--- src/rtl/tri_geom_pkg.sv ---
// Shared widths and point/vector types for the triangle edge cross-product unit.
package tri_geom_pkg;

    localparam int DEF_SYS_BIT_WIDTH = 6;
    // Edge components need one extra bit to hold the sign of B - A.
    localparam int VEC_W = DEF_SYS_BIT_WIDTH + 1;
    // Each product needs 2*VEC_W bits; the difference of two products is still exact in this width.
    localparam int CP_W  = 2 * DEF_SYS_BIT_WIDTH + 2;

    typedef struct packed {
        logic [DEF_SYS_BIT_WIDTH-1:0] x;
        logic [DEF_SYS_BIT_WIDTH-1:0] y;
    } point_t;

    typedef struct packed {
        logic signed [VEC_W-1:0] x;
        logic signed [VEC_W-1:0] y;
    } vec_t;

endpackage

--- src/rtl/point_sub.sv ---
// Combinational edge vector d = b - a from two unsigned screen points.
import tri_geom_pkg::*;

module point_sub (
    input  point_t a_i,
    input  point_t b_i,
    output vec_t   d_o
);

    // Zero-extend both coordinates so the signed difference cannot overflow.
    assign d_o.x = $signed({1'b0, b_i.x}) - $signed({1'b0, a_i.x});
    assign d_o.y = $signed({1'b0, b_i.y}) - $signed({1'b0, a_i.y});

endmodule

--- src/rtl/tri_edge_cross.sv ---
// Three-stage pipelined 2D cross product of edges AB and AC:
// stage 1 edge vectors, stage 2 products, stage 3 difference plus sign/zero flags.
import tri_geom_pkg::*;

module tri_edge_cross #(
    parameter int SYS_BIT_WIDTH = DEF_SYS_BIT_WIDTH
) (
    input  logic                           clk_in,
    input  logic                           rst_n_in,
    input  logic                           valid_in,
    input  logic [SYS_BIT_WIDTH-1:0]       point_ax,
    input  logic [SYS_BIT_WIDTH-1:0]       point_ay,
    input  logic [SYS_BIT_WIDTH-1:0]       point_bx,
    input  logic [SYS_BIT_WIDTH-1:0]       point_by,
    input  logic [SYS_BIT_WIDTH-1:0]       point_cx,
    input  logic [SYS_BIT_WIDTH-1:0]       point_cy,
    output logic                           valid_out,
    output logic signed [2*SYS_BIT_WIDTH+1:0] value_out,
    output logic                           sign_neg_out,
    output logic                           zero_out
);

    localparam int STAGES = 3;

    point_t pa, pb, pc;
    vec_t   ab_d, ac_d;

    assign pa = '{x: point_ax, y: point_ay};
    assign pb = '{x: point_bx, y: point_by};
    assign pc = '{x: point_cx, y: point_cy};

    point_sub u_sub_ab (.a_i(pa), .b_i(pb), .d_o(ab_d));
    point_sub u_sub_ac (.a_i(pa), .b_i(pc), .d_o(ac_d));

    logic [STAGES-1:0]       vld_pipe_q;
    vec_t                    ab_q, ac_q;
    logic signed [CP_W-1:0]  p1_q, p2_q, p1_d, p2_d, diff_d;
    logic signed [CP_W-1:0]  value_q;
    logic                    neg_q, zero_q;

    // Widths are chosen so the products and their difference are exact.
    assign p1_d   = $signed(ab_q.x) * $signed(ac_q.y);
    assign p2_d   = $signed(ab_q.y) * $signed(ac_q.x);
    assign diff_d = p1_q - p2_q;

    // Valid shift register; each stage's data loads only when its valid bit is set.
    always_ff @(posedge clk_in) begin
        if (!rst_n_in) begin
            vld_pipe_q <= '0;
            ab_q       <= '0;
            ac_q       <= '0;
            p1_q       <= '0;
            p2_q       <= '0;
            value_q    <= '0;
            neg_q      <= 1'b0;
            zero_q     <= 1'b0;
        end else begin
            vld_pipe_q <= {vld_pipe_q[STAGES-2:0], valid_in};
            if (valid_in) begin
                ab_q <= ab_d;
                ac_q <= ac_d;
            end
            if (vld_pipe_q[0]) begin
                p1_q <= p1_d;
                p2_q <= p2_d;
            end
            if (vld_pipe_q[1]) begin
                value_q <= diff_d;
                neg_q   <= diff_d[CP_W-1];
                zero_q  <= (diff_d == '0);
            end
        end
    end

    assign valid_out    = vld_pipe_q[STAGES-1];
    assign value_out    = value_q;
    assign sign_neg_out = neg_q;
    assign zero_out     = zero_q;

endmodule

--- config.mk ---
export PLATFORM = sky130hd
export DESIGN_NAME = tri_edge_cross
export DESIGN_NICKNAME = d
export VERILOG_FILES = /design/src/rtl/tri_geom_pkg.sv /design/src/rtl/point_sub.sv /design/src/rtl/tri_edge_cross.sv
export SDC_FILE = /design/constraint.sdc
export NUM_CORES = 1
export LEC_CHECK = 0
export BUFFER_PORTS_ARGS = -buffer_cell sky130_fd_sc_hd__buf_2
export CAP_MARGIN = 20
export CORE_UTILIZATION = 35
export DETAILED_ROUTE_END_ITERATION = 10
export SLEW_MARGIN = 20
export SYNTH_ARGS = -nofsm -noshare
export SYNTH_HDL_FRONTEND = slang
export SYNTH_SLANG_ARGS = --single-unit
--- constraint.sdc ---
create_clock -name clk_in -period 3.85 [get_ports clk_in]
set_input_delay 0.1925 -clock clk_in [delete_from_list [all_inputs] [get_ports clk_in]]
set_output_delay 0.1925 -clock clk_in [all_outputs]
set_load 0.02 [all_outputs]
Word level (Yosys, flattened, before mapping)
Cells that the tools add are included.
{ "word_totals": {"word_cells": 18, "out_inout_bits": 17, "regBits": 75} }
{ "classes": {"n_mul": 2, "add_sub_neg": 5, "reduce_logical": 1} }
{ "op_table": {"columns": ["operator", "count"], "rows": [
  ["$mul 7x7->14", 2],
  ["$sub 6x6->7", 4],
  ["$logic_not 14->1", 1],
  ["$sub 14x14->14", 1]
]} }

Longest topological paths before layout
{ "logic_depth": {"depth_word": 2, "mapped_depth": 17, "ltp_nobuf": 17} }

Cells and area by module
A second synthesis with hierarchy kept.
{ "unflattened": {"cells_unflattened": 940, "hier_area_um2": 8425.6} }
{ "by_module_without_submodules": {"columns": ["module", "seq_area_each_um2", "cells_per_inst", "n_inst", "area_each_um2"], "rows": [
  ["tri_edge_cross", 1481.4, 794, 1, 7349.5],
  ["point_sub", 0.0, 73, 2, 538.0]
]} }

Worst setup path after synthesis
No wires, ideal clock.
{ "synth_path": {"path_type": "reg-to-reg", "startpoint": "reg ac_q[2] (netlist bit)", "endpoint": "reg p1_q[13]", "t_required_ps": 3764, "synth_period_minus_slack_ps": 4143, "path_stages_with_launch": 16, "setup_ps": 86, "t_arrival_ps": 4058, "slack_ps": -293, "path_cell_list": "dfxtp_1 and2_1 fa_1 inv_1 fa_1 inv_1 fa_1 inv_1 fa_1 inv_1 ha_1 a21oi_1 o21ai_1 a211oi_1 xnor2_1 a211oi_1"} }
{ "synth_via": {"elab_chain_len": 1} }
{ "synth_lines": {"columns": ["item", "line_no", "rtl"], "rows": [
  ["start: declaration", "tri_edge_cross.sv:36", "vec_t ab_q, ac_q;"],
  ["start signal: assignment", "tri_edge_cross.sv:51", "ac_q <= '0;"],
  ["start signal: assignment", "tri_edge_cross.sv:61", "ac_q <= ac_d;"],
  ["$mul 7x7->14", "tri_edge_cross.sv:42", "assign p1_d = $signed(ab_q.x) * $signed(ac_q.y);"],
  ["end signal: assignment", "tri_edge_cross.sv:64", "p1_q <= p1_d;"],
  ["end: declaration", "tri_edge_cross.sv:37", "logic signed [CP_W-1:0] p1_q, p2_q, p1_d, p2_d, diff_d;"]
]} }
Every way passes these cells.
A chain may end at the register's enable or synchronous reset.

Worst setup path after layout
{ "layout_path": {"startpoint": "reg ab_q[5] (netlist bit)", "endpoint": "reg p2_q[11]"} }
{ "layout_via": {"elab_chain_len": 1} }
{ "layout_lines": {"columns": ["item", "line_no", "rtl"], "rows": [
  ["start: declaration", "tri_edge_cross.sv:36", null],
  ["start signal: assignment", "tri_edge_cross.sv:50", "ab_q <= '0;"],
  ["start signal: assignment", "tri_edge_cross.sv:60", "ab_q <= ab_d;"],
  ["$mul 7x7->14", "tri_edge_cross.sv:43", "assign p2_d = $signed(ab_q.y) * $signed(ac_q.x);"],
  ["end signal: assignment", "tri_edge_cross.sv:65", "p2_q <= p2_d;"],
  ["end: declaration", "tri_edge_cross.sv:37", null]
]} }
Every way passes these cells.

==> run_results.csv <==
group,metric,value,unit
critical_path,start_kind,"register",
sta,final.setup.tns,-0.0659,ns
logic_synthesis,synth-main-ff-cell,"dfxtp_1",
sta,setup_viol,2,
global_route,grt_overflow,0,
status,violations,"negative setup slack",
floorplan,die-area,24000,um2
logic_synthesis,synthXorXnorAreaFrac,4.06,%
global_route,grt_pass1_vias,6283,
sta,setup_slack,-0.0335,ns
clocking,clockBufferDepth,2,
sta,max_freq,258,MHz
global_route,busiest_layer,"met2",
drt,dr.pass1.iters,4,
pwr,leakagePower,0.00485,uW
drt,drc,0,
sta,fin_crit,3.88,ns
pwr,ir_drop,241,uV
floorplan,pin_count,56,
sta,relSlewSlack,30.2,%
floorplan,initial_core_util,35.9,%
drt,via_count,6374,
drt,via_per_inst,4.60,
critical_path,required,4.11,ns
logic_synthesis,syn_inst,938,
sta,hold_viol,0,
sta,fin_worst_skew,0.00916,ns
clocking,root_buffer,"clkbuf_16",
pwr,powerDensity,334,nW/um2
global_route,grt_pass1_wl,30300,um
logic_synthesis,ys_warn_count,0,
sta,period_share,101,%
floorplan,core_area,22800,um2
layout,fin_nets,1283,
floorplan,fp.dieW,155,um
logic_synthesis,synthesis.nets,1153,
sta,tightestPinTransition,1.05,ns
global_route,gr-usage-all-layers,15.7,%
sta,final_max_slew_viol_count,0,
logic_synthesis,synth-compound-area-share,12.0,%
logic_synthesis,synth-seq-cells,74,
place,gp_congestion,0.855,
drt,drtIter0Drc,216,
layout,final_area,10200,um2
critical_path,cp_max_fo,5,
logic_synthesis,synthDistinctLibCells,66,
global_route,met3_usage,2.53,%
drt,wl,17800,um
drt,wl_per_cell,12.8,um
clocking,numCtsBuffers,9,
logic_synthesis,synthArstFlopShare,0,%
global_route,antenna_found_initial,0,
place,hpwl,14400,um
layout,drive_gt1_share,25.3,%
clocking,h-tree-depth,3,
status,outcome,"complete, but fails checks",
layout,final_cells,1386,
clocking,worstSkewPairLatency,0.35,ns
critical_path,worst_setup_path_end_kind,"register",
logic_synthesis,synth_fa_ha_area_share,34.5,%
clocking,cts_tree,"yes",
logic_synthesis,synthMuxAreaShare,4.91,%
floorplan,chipHeight,155,um
logic_synthesis,syn_area_per_cell,8.73,um2
logic_synthesis,synth_edf_count,0,
place,dpl_cell_area,9400,um2
critical_path,cp.arrival,4.15,ns
floorplan,rows,55,
layout,multi_input_area,6390,um2
logic_synthesis,netlist_area,8190,um2
min_path,hold_class,"in -> reg",
layout,seqCellArea,1550,um2
clocking,cts_hold_buf,0,
layout,areaGrowthSynthToFinish,24.6,%
sta,rsz0062_at_grt,"true",
logic_synthesis,synth-simple-area-share,17.6,%
logic_synthesis,ys_seq_area_share,18.1,%
place,dp.cells,1358,
run,maxCapViolations,0,
global_route,grtUsageMet2,25.3,%
layout,diodes,0,
clocking,clkSinkCount,74,
global_route,met1_usage,21.8,%
place,portBuffers,55,
drt,drtAntennaViolNets,0,
layout,n_fill_cell,2247,
logic_synthesis,synth_top_family_by_area,"adder cells",
global_route,grt_max_degree,49,
clocking,clk_transition_reported_paths,0.07,ns
critical_path,path_class,"reg -> reg",
==> power breakdown <==
part	switching (uW)	internal (uW)	total [uW]
sequential	70.2	836	906
combinational	841	764	1610
clock	378	515	893
total	1290	2110	3400
==> layout make-up <==
class | count | share of cell area, %
clock buffers | 9 | 2.21
clock inverters | 7 | 0.822
inverters | 164 | 6.09
multi-input cells | 678 | 62.7
flip-flops and latches | 74 | 15.2
well taps | 313 | 3.84
repair buffers | 141 | 9.21
==> cell usage after synthesis, drive strengths merged (10+ instances only) <==
library cell | instances | share of area (%)
nor3 | 12 | 0.73
o21ai | 24 | 1.5
ha | 93 | 14
xor2 | 11 | 1.2
mux2i | 39 | 4.8
nor2b | 15 | 1.2
xnor2 | 27 | 2.9
nand2b | 18 | 1.4
a211oi | 16 | 1.6
clkbuf | 15 | 0.81
nor2 | 85 | 3.9
o21bai | 11 | 1.0
nand2 | 53 | 2.4
nand3 | 14 | 0.86
a21oi | 36 | 2.2
fa | 83 | 20
o21a | 10 | 0.92
and2 | 60 | 4.6
dfxtp | 74 | 18
inv | 163 | 7.5
==> routing by layer <==
layer  share of wire (%)  vias up
met5                   0        -
met4                0.97        0
met3                 2.5       12
met2                  46       73
met1                  51     2972
li1                    -     3317
==> layout by cell type, fill, tap and decap left out, types with 13 or more instances in the layout <==
cell,instances
o21ai_0,17
nand2_1,50
mux2i_1,39
xnor2_1,27
inv_2,13
inv_1,148
buf_4,81
a211oi_1,13
nand2b_1,18
nor2b_1,14
dfxtp_1,50
a21oi_1,24
and2_1,49
fa_1,76
ha_1,76
buf_2,55
ha_4,16
nor2_1,85
dfxtp_4,14
==> critical path: stages (launching register included) <==
cell and delay (ns):
dfxtp_2 0.33, buf_4 0.15, and2_4 0.16, fa_1 0.52, inv_1 0.05, fa_1 0.49, inv_1 0.05, fa_1 0.48
inv_1 0.05, fa_1 0.48, inv_1 0.06, ha_4 0.23, a21oi_2 0.14, o21ai_2 0.09, a21oi_2 0.15, mux2_4 0.32
o31ai_2 0.06
==> cells by family (layout without fill, tap and decap cells) <==
group / Yosys count / in the layout
xor+xnor: 38 / 38
simple gates: 284 / 284
compound gates: 140 / 140
mux: 40 / 40
fa+ha+maj: 176 / 176
buf+inv: 186 / 321
flops: 74 / 74
==> path summary, 6_finish.rpt <==
| check | start | endpoint | slack (ns) | cells past startpoint |
|---|---|---|---|---|
| setup / recovery | ab_q[5] | p2_q[11] | -0.03 | 16 |
| hold / removal | point_cy[0] | ac_q[0] | 0.20 | 4 |
| setup reg to reg | ab_q[5] | p2_q[11] | -0.03 | 16 |
| hold reg to reg | zero_out | zero_out | 0.46 | 2 |
==> timing repair <==
action                     4_1_cts  5_1_grt
cloned                           0        0
setup endpoints to repair        9       13
gates resized for setup         35       65
pin swaps                       26       44
setup buffers                    7        6
==> state kept, by name, indices dropped and copies added, names as in the netlist <==
register and cells:
ab_q 14, ac_q 14, p1_q 14, p2_q 14, value_out 14, vld_pipe_q 3, zero_out 1
==> metrics by stage <==
step | hold WS (ns) | util [%] | worst slack, ns | power, uW
2_1_floorplan | 0.406 | - | 0.000415 | 1960
3_3_place_gp | 0.450 | 41.3 | -0.120 | 2370
3_5_place_dp | 0.452 | 41.3 | -0.175 | 2390
4_1_cts | 0.196 | 43.4 | -0.116 | 3340
5_1_grt | 0.229 | 44.8 | -0.166 | 3700
6_report | 0.203 | 44.8 | -0.0335 | 3400
Note: power is estimated with default switching activity, not from simulation.
